===== src/rtl/adder_pkg.sv =====
// Shared types and helpers for the multi-cycle adder.
package adder_pkg;

    typedef enum logic [1:0] {
        IDLE = 2'd0,
        RUN  = 2'd1,
        DONE = 2'd2
    } state_t;

    function automatic int clog2(input int value);
        int r;
        r = 0;
        while ((1 << r) < value) r = r + 1;
        return r;
    endfunction

endpackage


===== src/rtl/chunk_adder.sv =====
// Combinational CHUNK-bit adder with carry-in and carry-out.
module chunk_adder #(
    parameter int CHUNK = 4
) (
    input  logic [CHUNK-1:0] a,
    input  logic [CHUNK-1:0] b,
    input  logic             ci,
    output logic [CHUNK-1:0] s,
    output logic             co
);

    assign {co, s} = {1'b0, a} + {1'b0, b} + {{CHUNK{1'b0}}, ci};

endmodule


===== src/rtl/multi_cycle_adder.sv =====
// WIDTH-bit adder that processes CHUNK bits per clock through a registered carry,
// with a start/busy/done handshake.
module multi_cycle_adder
    import adder_pkg::*;
#(
    parameter int WIDTH = 16,
    parameter int CHUNK = 4
) (
    input  logic             clk,
    input  logic             rst,
    input  logic             start,
    input  logic [WIDTH-1:0] A,
    input  logic [WIDTH-1:0] B,
    input  logic             Cin,
    output logic             busy,
    output logic             done,
    output logic [WIDTH-1:0] Sum,
    output logic             Cout,
    output logic             Overflow
);

    localparam int N     = WIDTH / CHUNK;
    localparam int IDX_W = (clog2(N) < 1) ? 1 : clog2(N);

    generate
        if (CHUNK < 1) begin : g_bad_chunk
            $fatal(1, "multi_cycle_adder: CHUNK must be at least 1");
        end else if ((WIDTH % CHUNK) != 0) begin : g_bad_width
            $fatal(1, "multi_cycle_adder: WIDTH must be a multiple of CHUNK");
        end
    endgenerate

    state_t           state, state_next;
    logic [WIDTH-1:0] a_sr, b_sr, res_sr, res_next;
    logic             carry, a_msb, b_msb;
    logic [IDX_W-1:0] idx;
    logic [CHUNK-1:0] chunk_s;
    logic             chunk_co;
    logic             accept, last;

    chunk_adder #(.CHUNK(CHUNK)) u_chunk (
        .a  (a_sr[CHUNK-1:0]),
        .b  (b_sr[CHUNK-1:0]),
        .ci (carry),
        .s  (chunk_s),
        .co (chunk_co)
    );

    // Each new chunk enters the result from the top, so after N steps it is aligned.
    generate
        if (N == 1) begin : g_single
            assign res_next = chunk_s;
        end else begin : g_multi
            assign res_next = {chunk_s, res_sr[WIDTH-1:CHUNK]};
        end
    endgenerate

    always_comb begin
        state_next = state;
        accept     = start && ((state == IDLE) || (state == DONE));
        last       = (idx == IDX_W'(N - 1));
        busy       = (state == RUN);
        done       = (state == DONE);
        case (state)
            IDLE:    if (start) state_next = RUN;
            RUN:     if (last) state_next = DONE;
            DONE:    state_next = start ? RUN : IDLE;
            default: state_next = IDLE;
        endcase
    end

    always_ff @(posedge clk) begin
        if (rst) begin
            state    <= IDLE;
            idx      <= '0;
            carry    <= 1'b0;
            a_sr     <= '0;
            b_sr     <= '0;
            res_sr   <= '0;
            a_msb    <= 1'b0;
            b_msb    <= 1'b0;
            Sum      <= '0;
            Cout     <= 1'b0;
            Overflow <= 1'b0;
        end else begin
            state <= state_next;
            if (accept) begin
                a_sr  <= A;
                b_sr  <= B;
                a_msb <= A[WIDTH-1];
                b_msb <= B[WIDTH-1];
                carry <= Cin;
                idx   <= '0;
            end else if (state == RUN) begin
                a_sr   <= a_sr >> CHUNK;
                b_sr   <= b_sr >> CHUNK;
                carry  <= chunk_co;
                res_sr <= res_next;
                idx    <= idx + IDX_W'(1);
                // Outputs only move on the final chunk; they hold otherwise.
                if (last) begin
                    Sum      <= res_next;
                    Cout     <= chunk_co;
                    Overflow <= (a_msb == b_msb) && (res_next[WIDTH-1] != a_msb);
                end
            end
        end
    end

endmodule


===== config.mk =====
export PLATFORM = sky130hd
export DESIGN_NAME = multi_cycle_adder
export DESIGN_NICKNAME = d
export VERILOG_FILES = /design/src/rtl/adder_pkg.sv /design/src/rtl/chunk_adder.sv /design/src/rtl/multi_cycle_adder.sv
export SDC_FILE = /design/constraint.sdc
export NUM_CORES = 1
export LEC_CHECK = 0
export CAP_MARGIN = 20
export CELL_PAD_IN_SITES_DETAIL_PLACEMENT = 0
export CELL_PAD_IN_SITES_GLOBAL_PLACEMENT = 2
export CORE_AREA = 2 2 62 122
export DETAILED_ROUTE_END_ITERATION = 8
export DIE_AREA = 0 0 64 124
export DONT_BUFFER_PORTS = 1
export PLACE_DENSITY_LB_ADDON = 0.1
export RECOVER_POWER = 50
export REMOVE_ABC_BUFFERS = 1
export SLEW_MARGIN = 5
export SYNTH_ARGS = -nofsm -noshare
export SYNTH_HDL_FRONTEND = slang
export SYNTH_SLANG_ARGS = --single-unit

===== constraint.sdc =====
create_clock -name clk -period 5.4 [get_ports clk]
set_clock_uncertainty 0.15 [all_clocks]
set_input_delay 0.54 -clock clk [delete_from_list [all_inputs] [get_ports clk]]
set_output_delay 0.54 -clock clk [all_outputs]
set_load 0.05 [all_outputs]

==> metrics.md <==
| Metric | Value |
|---|---|
| Failing checks | `max-capacitance violations, max-slew violations` |
| CTS Sinks | `just under 70` |
| PD cells | `395 nW/um^2` |
| Post-Route WL | `about 5800 microns` |
| Antenna violations before repair | `0` |
| Largest net degree at the start of global routing | `70` |
| Final worst path period need | `between 3 and 4 ns` |
| Compound-gate portion of the synthesized area | `0.216` |
| Area grow syn2layout | `11.9%` |
| CTS Buffer Depth | `2` |
| Gr busiest metal | `met2` |
| # diodes | `0` |
| Critical Path Fanout Max | `24` |
| Full die area | `roughly 7900 sq um` |
| Routed len/inst | `~15 microns` |
| Area taken by multi-input logic gates | `~1100 sq um` |
| Post-Synth Simple-Gate Area | `0.173` |
| Multiplexer area fraction after synthesis | `0.00380` |
| Critical path arrival | `~3.8 ns` |
| Fin crit share | `0.689` |
| Cell Rows | `between 40 and 50` |
| RePlAce Congestion | `~0.66` |
| Latest clock arrival within the worst-skew pair | `between 0.3 and 0.4 ns` |
| Tot GR Track Use | `0.164` |
| Pleak | `1.01 nW` |
| I/O pins | `56` |
| Number of port buffers | `0` |
| Post-synth EDFFs | `0` |
| Crit-path slowest cell | `inv_1` |
| First-pass GRT wire length | `9800 microns` |
| Worst setup EP type | `flop` |
| GR Util met2 | `0.276` |
| IR drop worst, VDD | `approximately 0.21 mV` |
| H-tree levels | `3` |
| Tightest Hold Check Type | `in2reg` |
| CTS Buf Count | `9` |
| Setup crit start kind | `flop` |
| Initial Util | `0.380` |
| Number of global-route vias before repair | `2058` |
| CTS Root Cell | `clkbuf_16` |
| Ys flop type | `dfxtp_1` |
| Synth warn | `0` |
| Detailed placement HPWL | `3730 microns` |
| Largest family of logic cells by synthesized area | `compound AO/OA/AOI/OAI gates` |
| Post-Synth XOR/XNOR Area | `0.00664` |
| Cell taking the most area after synthesis | `dfxtp_1` |
| CTS tree | `done` |
| Adder-Cell Fraction of Synth Area | `0.0342` |
| DIE WIDTH | `between 60 and 70 microns` |
| Register area | `~1400 sq um` |
| Share of cells above drive strength 1 | `0.0557` |
| Post-route setup TNS | `0 ns` |
| Max Cap Viol | `1` |
| Detailed-route DRC error count | `0` |
| FMAX | `0.269 GHz` |
| Status | `complete, but fails checks` |
| Setup violations, final | `0` |
| Post-synthesis cell count | `just over 300` |
| Via-per-instance ratio | `about 5` |
| Post-CTS Resized | `0` |
| Top post-synthesis cells by count | `81 x nand2_1, 69 x dfxtp_1, 56 x a21oi_1, 31 x a22oi_1, 15 x nor2_1` |
| Met1 global-route usage | `0.179` |
| Final #Nets | `approximately 340` |
| Synth async-reset ratio | `0` |
| Top-count cell post-synth | `nand2_1` |
| Yosys top cell area share | `0.524` |
| Final WS setup | `1.68 ns` |
| GR met3 Demand/Resource | `0.0425` |
| Post-CTS Setup Bufs | `0` |
| Die height | `about 120 microns` |
| Core area | `~6900 sq um` |
| Critical-path cell list | `nand2b_1, inv_1, clkbuf_1, nor2_1, buf_4, a22oi_1, a21oi_1` |
| Seq/Total Area, Yosys | `0.524` |
| Hold Fails Final Rpt | `0` |
| Seq cells post-synth | `69` |
| Fillers | `between 700 and 800` |
| Netlist cell types | `28` |
| Final ANT Viol Nets | `0` |
| Max incr delay on CP | `0.88 ns` |
| Clk slew on worst S/H paths | `~0.05 ns` |
| Final hold slack | `~0.13 ns` |
| Rel. slew slack | `-0.118` |
| TritonRoute pass-1 iters | `4` |
| Routed via count | `about 2000` |
| Max-slew violations | `38` |
| Hold Buf Count CTS | `0` |
| Data required, critical path | `between 5 and 6 ns` |
| Cell Area, Synth | `2640 sq um` |
| Average cell area after synthesis | `about 8.5 sq um` |
| Grt total ovfl | `0` |
| Initial DRC count | `~160` |
| Critical path class | `reg2reg` |
| Dpl ws | `approximately 2.6 ns` |
| Top cells by area, synth | `dfxtp_1 52%, nand2_1 12%, a21oi_1 11%, a22oi_1 8.8%, nor2_1 2.1%` |
| RSZ-0062 raised after global routing | `false` |
| Slew @ Worst Pin | `around 1.7 ns` |
flip-flops by register name, indices dropped and copies added, names as in the netlist:
signal,cells
Sum,16
a_sr,16
b_sr,16
res_sr,12
idx,2
state,2
Cout,1
Overflow,1
a_msb,1
b_msb,1
carry,1
path summary, 6_finish.rpt:
| path | to | cells after the start | startpoint | slack (ns) |
|---|---|---|---|---|
| hold / removal | a_sr[14] | 1 | rst | 0.13 |
| setup reg to reg | carry | 7 | state[0] | 1.68 |
| hold reg to reg | res_sr[6] | 2 | res_sr[6] | 0.30 |
| setup / recovery | carry | 7 | state[0] | 1.68 |
cells in the final DEF (no fill, tap or decap), drive strengths merged, types with 2 or more instances in the layout:
cell type and count:
ha 4, fa 2, nor2b 3, a211oi 2
or3 2, clkbuf 16, dfxtp 69, nor2 15
nand2 81, nand2b 2, inv 4, a22oi 31
xnor2 2, nor3 4, a21oi 56
logic make-up after synthesis:
group	after synthesis
and+or+nand+nor	111
AOI/OAI and AO/OA	94
DFF	69
buffers and inverters	27
adders and majority gates	6
xor gates and xnor gates	2
muxes	1
report_power, final:
part / switching, mW / internal, mW
registers: 0.0130 / 0.532
clock network: 0.197 / 0.345
logic: 0.0494 / 0.0298
cell type report:
| cell class | count | share of cell area |
|---|---|---|
| inverters | 4 | 0.00509 |
| multi-input cells | 214 | 0.389 |
| flip-flops and latches | 69 | 0.468 |
| repair buffers | 3 | 0.00509 |
| well taps | 90 | 0.0382 |
| clock inverters | 1 | 0.00170 |
| clock buffers | 14 | 0.0929 |
routing by layer:
layer	share of wire	vias to the layer above
met5	0	-
met4	0.024	0
met3	0.047	9
met2	0.52	48
met1	0.41	931
li1	-	1043
stage by stage:
step           std cells  area (sq um)  utilization  power (mW)
3_5_place_dp         380          2680        0.386       0.638
6_report             395          2950        0.425        1.17
2_1_floorplan        287          2540            -       0.614
4_1_cts              395          2960        0.426        1.19
3_3_place_gp         380          2680        0.386       0.636
5_1_grt              395          2950        0.425        1.21
critical path: cells and delay by family, from the launching register on:
family          cells  cell delay (ns)
compound gates      2             0.25
buf+inv             3             2.09
simple gates        2             0.71
flops               1             0.39
Note: power is estimated with default switching activity, not from simulation.
==> variant: new RTL, config.mk and constraints unchanged <==
Reset style: asynchronous (`rst`), changed in one clocked block.
--- a/src/rtl/multi_cycle_adder.sv
+++ b/src/rtl/multi_cycle_adder.sv
@@ -70,5 +70,5 @@
     end
 
-    always_ff @(posedge clk) begin
+    always_ff @(posedge clk or posedge rst) begin
         if (rst) begin
             state    <= IDLE;
Function: differs if rst is asserted again (counterexample within 4 cycles, from zero or initial values and one cycle with rst high); with rst held inactive, the same outputs for 10 cycles.
==> variant against the unedited design <==
The run still ends with capacitance limit, slew limit left; highest routed layer unchanged; worst hold slack improved by 0.040 ns; critical endpoint is now carry; largest cell class unchanged; worst setup slack improved by 0.96 ns; cell count decreased by 8.6%; synthesized area up 9.6%; sequential cell count did not move; final area rose by 8.6%; routed wire length up 0.38%.
Power is not compared: it rests on default switching activity, and its combinational part moved more than twofold at a synthesized area within 25%.
==> variant: results (changes against the unedited design) <==
======================================================================================
Run status                                                                finished with violations
Violated checks                                                           capacitance limit, slew limit
Placed wire-length estimate                                                    3.70 mm   -0.98%
Largest net degree at the start of global routing                                   70   unchanged
Final-report max-slew violation count                                               39   +2.6%
Clock-pin slew on the worst setup and hold paths                               0.05 ns   about the same
Fraction of layout instances using a drive strength above 1                      11.8%   +6.2 points
Arrival time reported for the critical path endpoint                           2.79 ns   -0.99 ns
Post-CTS Repair Setup Buffers                                                        0   unchanged
Number of gates resized after cts                                                    0   unchanged
Worst ir drop on vdd                                                            395 µV
Clock tree root driver cell                                               sky130_fd_sc_hd__clkbuf_16
Relative slew slack                                                             -16.2%   -4.4 points
Number of distinct standard cells referenced by the synthesized netlist             30   +7.1%
Post-CTS Hold Buffers                                                                0   unchanged
Max-cap violations                                                                   1   unchanged
Critical Path Fanout Max                                                            38   +58%
Starting DRC count in detailed routing                                             155   -4.3%
Fraction of the mapped netlist area in adder cells                               3.12%   -0.30 points
Instance area after placement                                                 2930 µm²   +9.5%
Drt total wl                                                                   5.79 mm   +0.38%
TritonCTS Buffers                                                                    9   unchanged
Total via count after detailed routing                                           1,874   -7.7%
Clock Path Buffers                                                                   2   unchanged
Top post-synthesis cells by area                                          sky130_fd_sc_hd__dfrtp_1 60%, sky130_fd_sc_hd__nand2_1 12%, sky130_fd_sc_hd__a22oi_1 6.0%, sky130_fd_sc_hd__mux2_2 5.1%, sky130_fd_sc_hd__a22o_1 1.8%
Max H-tree Level                                                                     3   unchanged
Clock network latency to the later pin of the worst-skew pair                  0.33 ns   about the same
Compound-cell area share of the yosys netlist                                    12.2%   -9.5 points
Multiplexer share of the synthesized area                                        5.07%   +4.7 points
Cell leakage power                                                             1.57 nW
Sequential share of the synthesized area                                         59.8%   +7.4 points
Overall Global Routing Usage                                                     16.7%   +0.30 points
Biggest registers after layout                                            Sum (16), a_sr (16), b_sr (16)
Net switching power                                                         0.000993 W
Warnings, synthesis                                                                  0   unchanged
Number of failing hold endpoints at the final stage                                  0   unchanged
Post-Synth XOR/XNOR Area                                                        0.606%   -0.058 points
Number of input and output port buffers inserted                                     0   unchanged
Number of diodes added for antenna fixing                                            0   unchanged
Antenna violations before repair                                                     0   unchanged
First-pass detailed-route iteration total                                            4   unchanged
Top cell types by occurrence after synthesis                              92 x sky130_fd_sc_hd__nand2_1, 69 x sky130_fd_sc_hd__dfrtp_1, 23 x sky130_fd_sc_hd__a22oi_1
Number of global-route vias before repair                                        2,045   -0.63%
Count of fill cells added during filler insertion                                  678   -7.0%
Worst min path class                                                      input port to flop
Final GP Congestion                                                              0.693   +5.4%
Number of nets in the layout                                                       308   -10%
Ys async rst share                                                                100%   +100 points
Global-route wire length before repair                                         9.87 mm   +0.70%
======================================================================================
[variant: metrics by stage]
step	util, %	cells	hold WS (ns)	worst slack, ns
floorplan	-	252	0.290	2.19
CTS	46.2	361	0.163	2.91
finish	46.2	361	0.171	2.64
detailed placement	42.3	345	0.313	2.95
global route	46.2	361	0.176	2.30
global placement	42.3	345	0.309	2.98
[variant: power by group through the flow]
stage | registers (W) | logic [W] | clock network, W
3_3_place_gp | 0.00112 | 0.000703 | 0
4_1_cts | 0.00112 | 0.000720 | 0.000549
3_5_place_dp | 0.00113 | 0.000715 | 0
6_report | 0.00111 | 0.000700 | 0.000536
2_1_floorplan | 0.00108 | 0.000554 | 0
5_1_grt | 0.00115 | 0.000822 | 0.000567
[variant: area by class of cell]
type,instances,area share (%)
flip-flops and latches,69,53.9
multi-input cells,176,32.4
clock buffers,15,8.36
well taps,90,3.52
inverters,7,1.05
repair buffers,3,0.586
clock inverters,1,0.156
[variant: worst paths after layout]
kind / slack, ns / depth (start not counted) / endpoint / startpoint
worst min-delay path: 0.17 / 2 / a_msb / A[15]
max in group asynchronous: 4.30 / 2 / Sum[15] / rst
worst max-delay path: 2.64 / 6 / carry / state[0]
min in group asynchronous: 0.20 / 2 / res_sr[5] / rst
worst max register to register: 2.64 / 6 / carry / state[0]
worst min register to register: 0.32 / 2 / res_sr[7] / res_sr[7]
[variant: per-layer routing]
layer  vias to the layer above  routed length, µm  part of all wire (%)  GRT usage [%]
li1                        903                  -                     -              -
met1                       915               2390                    41           18.6
met2                        45               2970                    51           28.1
met3                        11                266                   4.6           3.61
met4                         0                159                   2.7           11.4
met5                         -                  0                     0              0
[variant: cells by family (layout without fill, tap and decap cells)]
family          count (synthesis)  after routing
compound gates                 50             50
xor+xnor                        2              2
fa+ha+maj                       6              6
buf+inv                        22             26
flops                          69             69
mux                            13             13
simple gates                  105            105
[variant: critical path, cell delays in order, from the launching register on]
cell and delay (ns):
sky130_fd_sc_hd__dfrtp_1 0.41, sky130_fd_sc_hd__nor2b_2 0.11, sky130_fd_sc_hd__clkbuf_1 1.25, sky130_fd_sc_hd__nor2_2 0.08, sky130_fd_sc_hd__buf_4 0.31, sky130_fd_sc_hd__a22oi_1 0.16
sky130_fd_sc_hd__o21ai_0 0.12
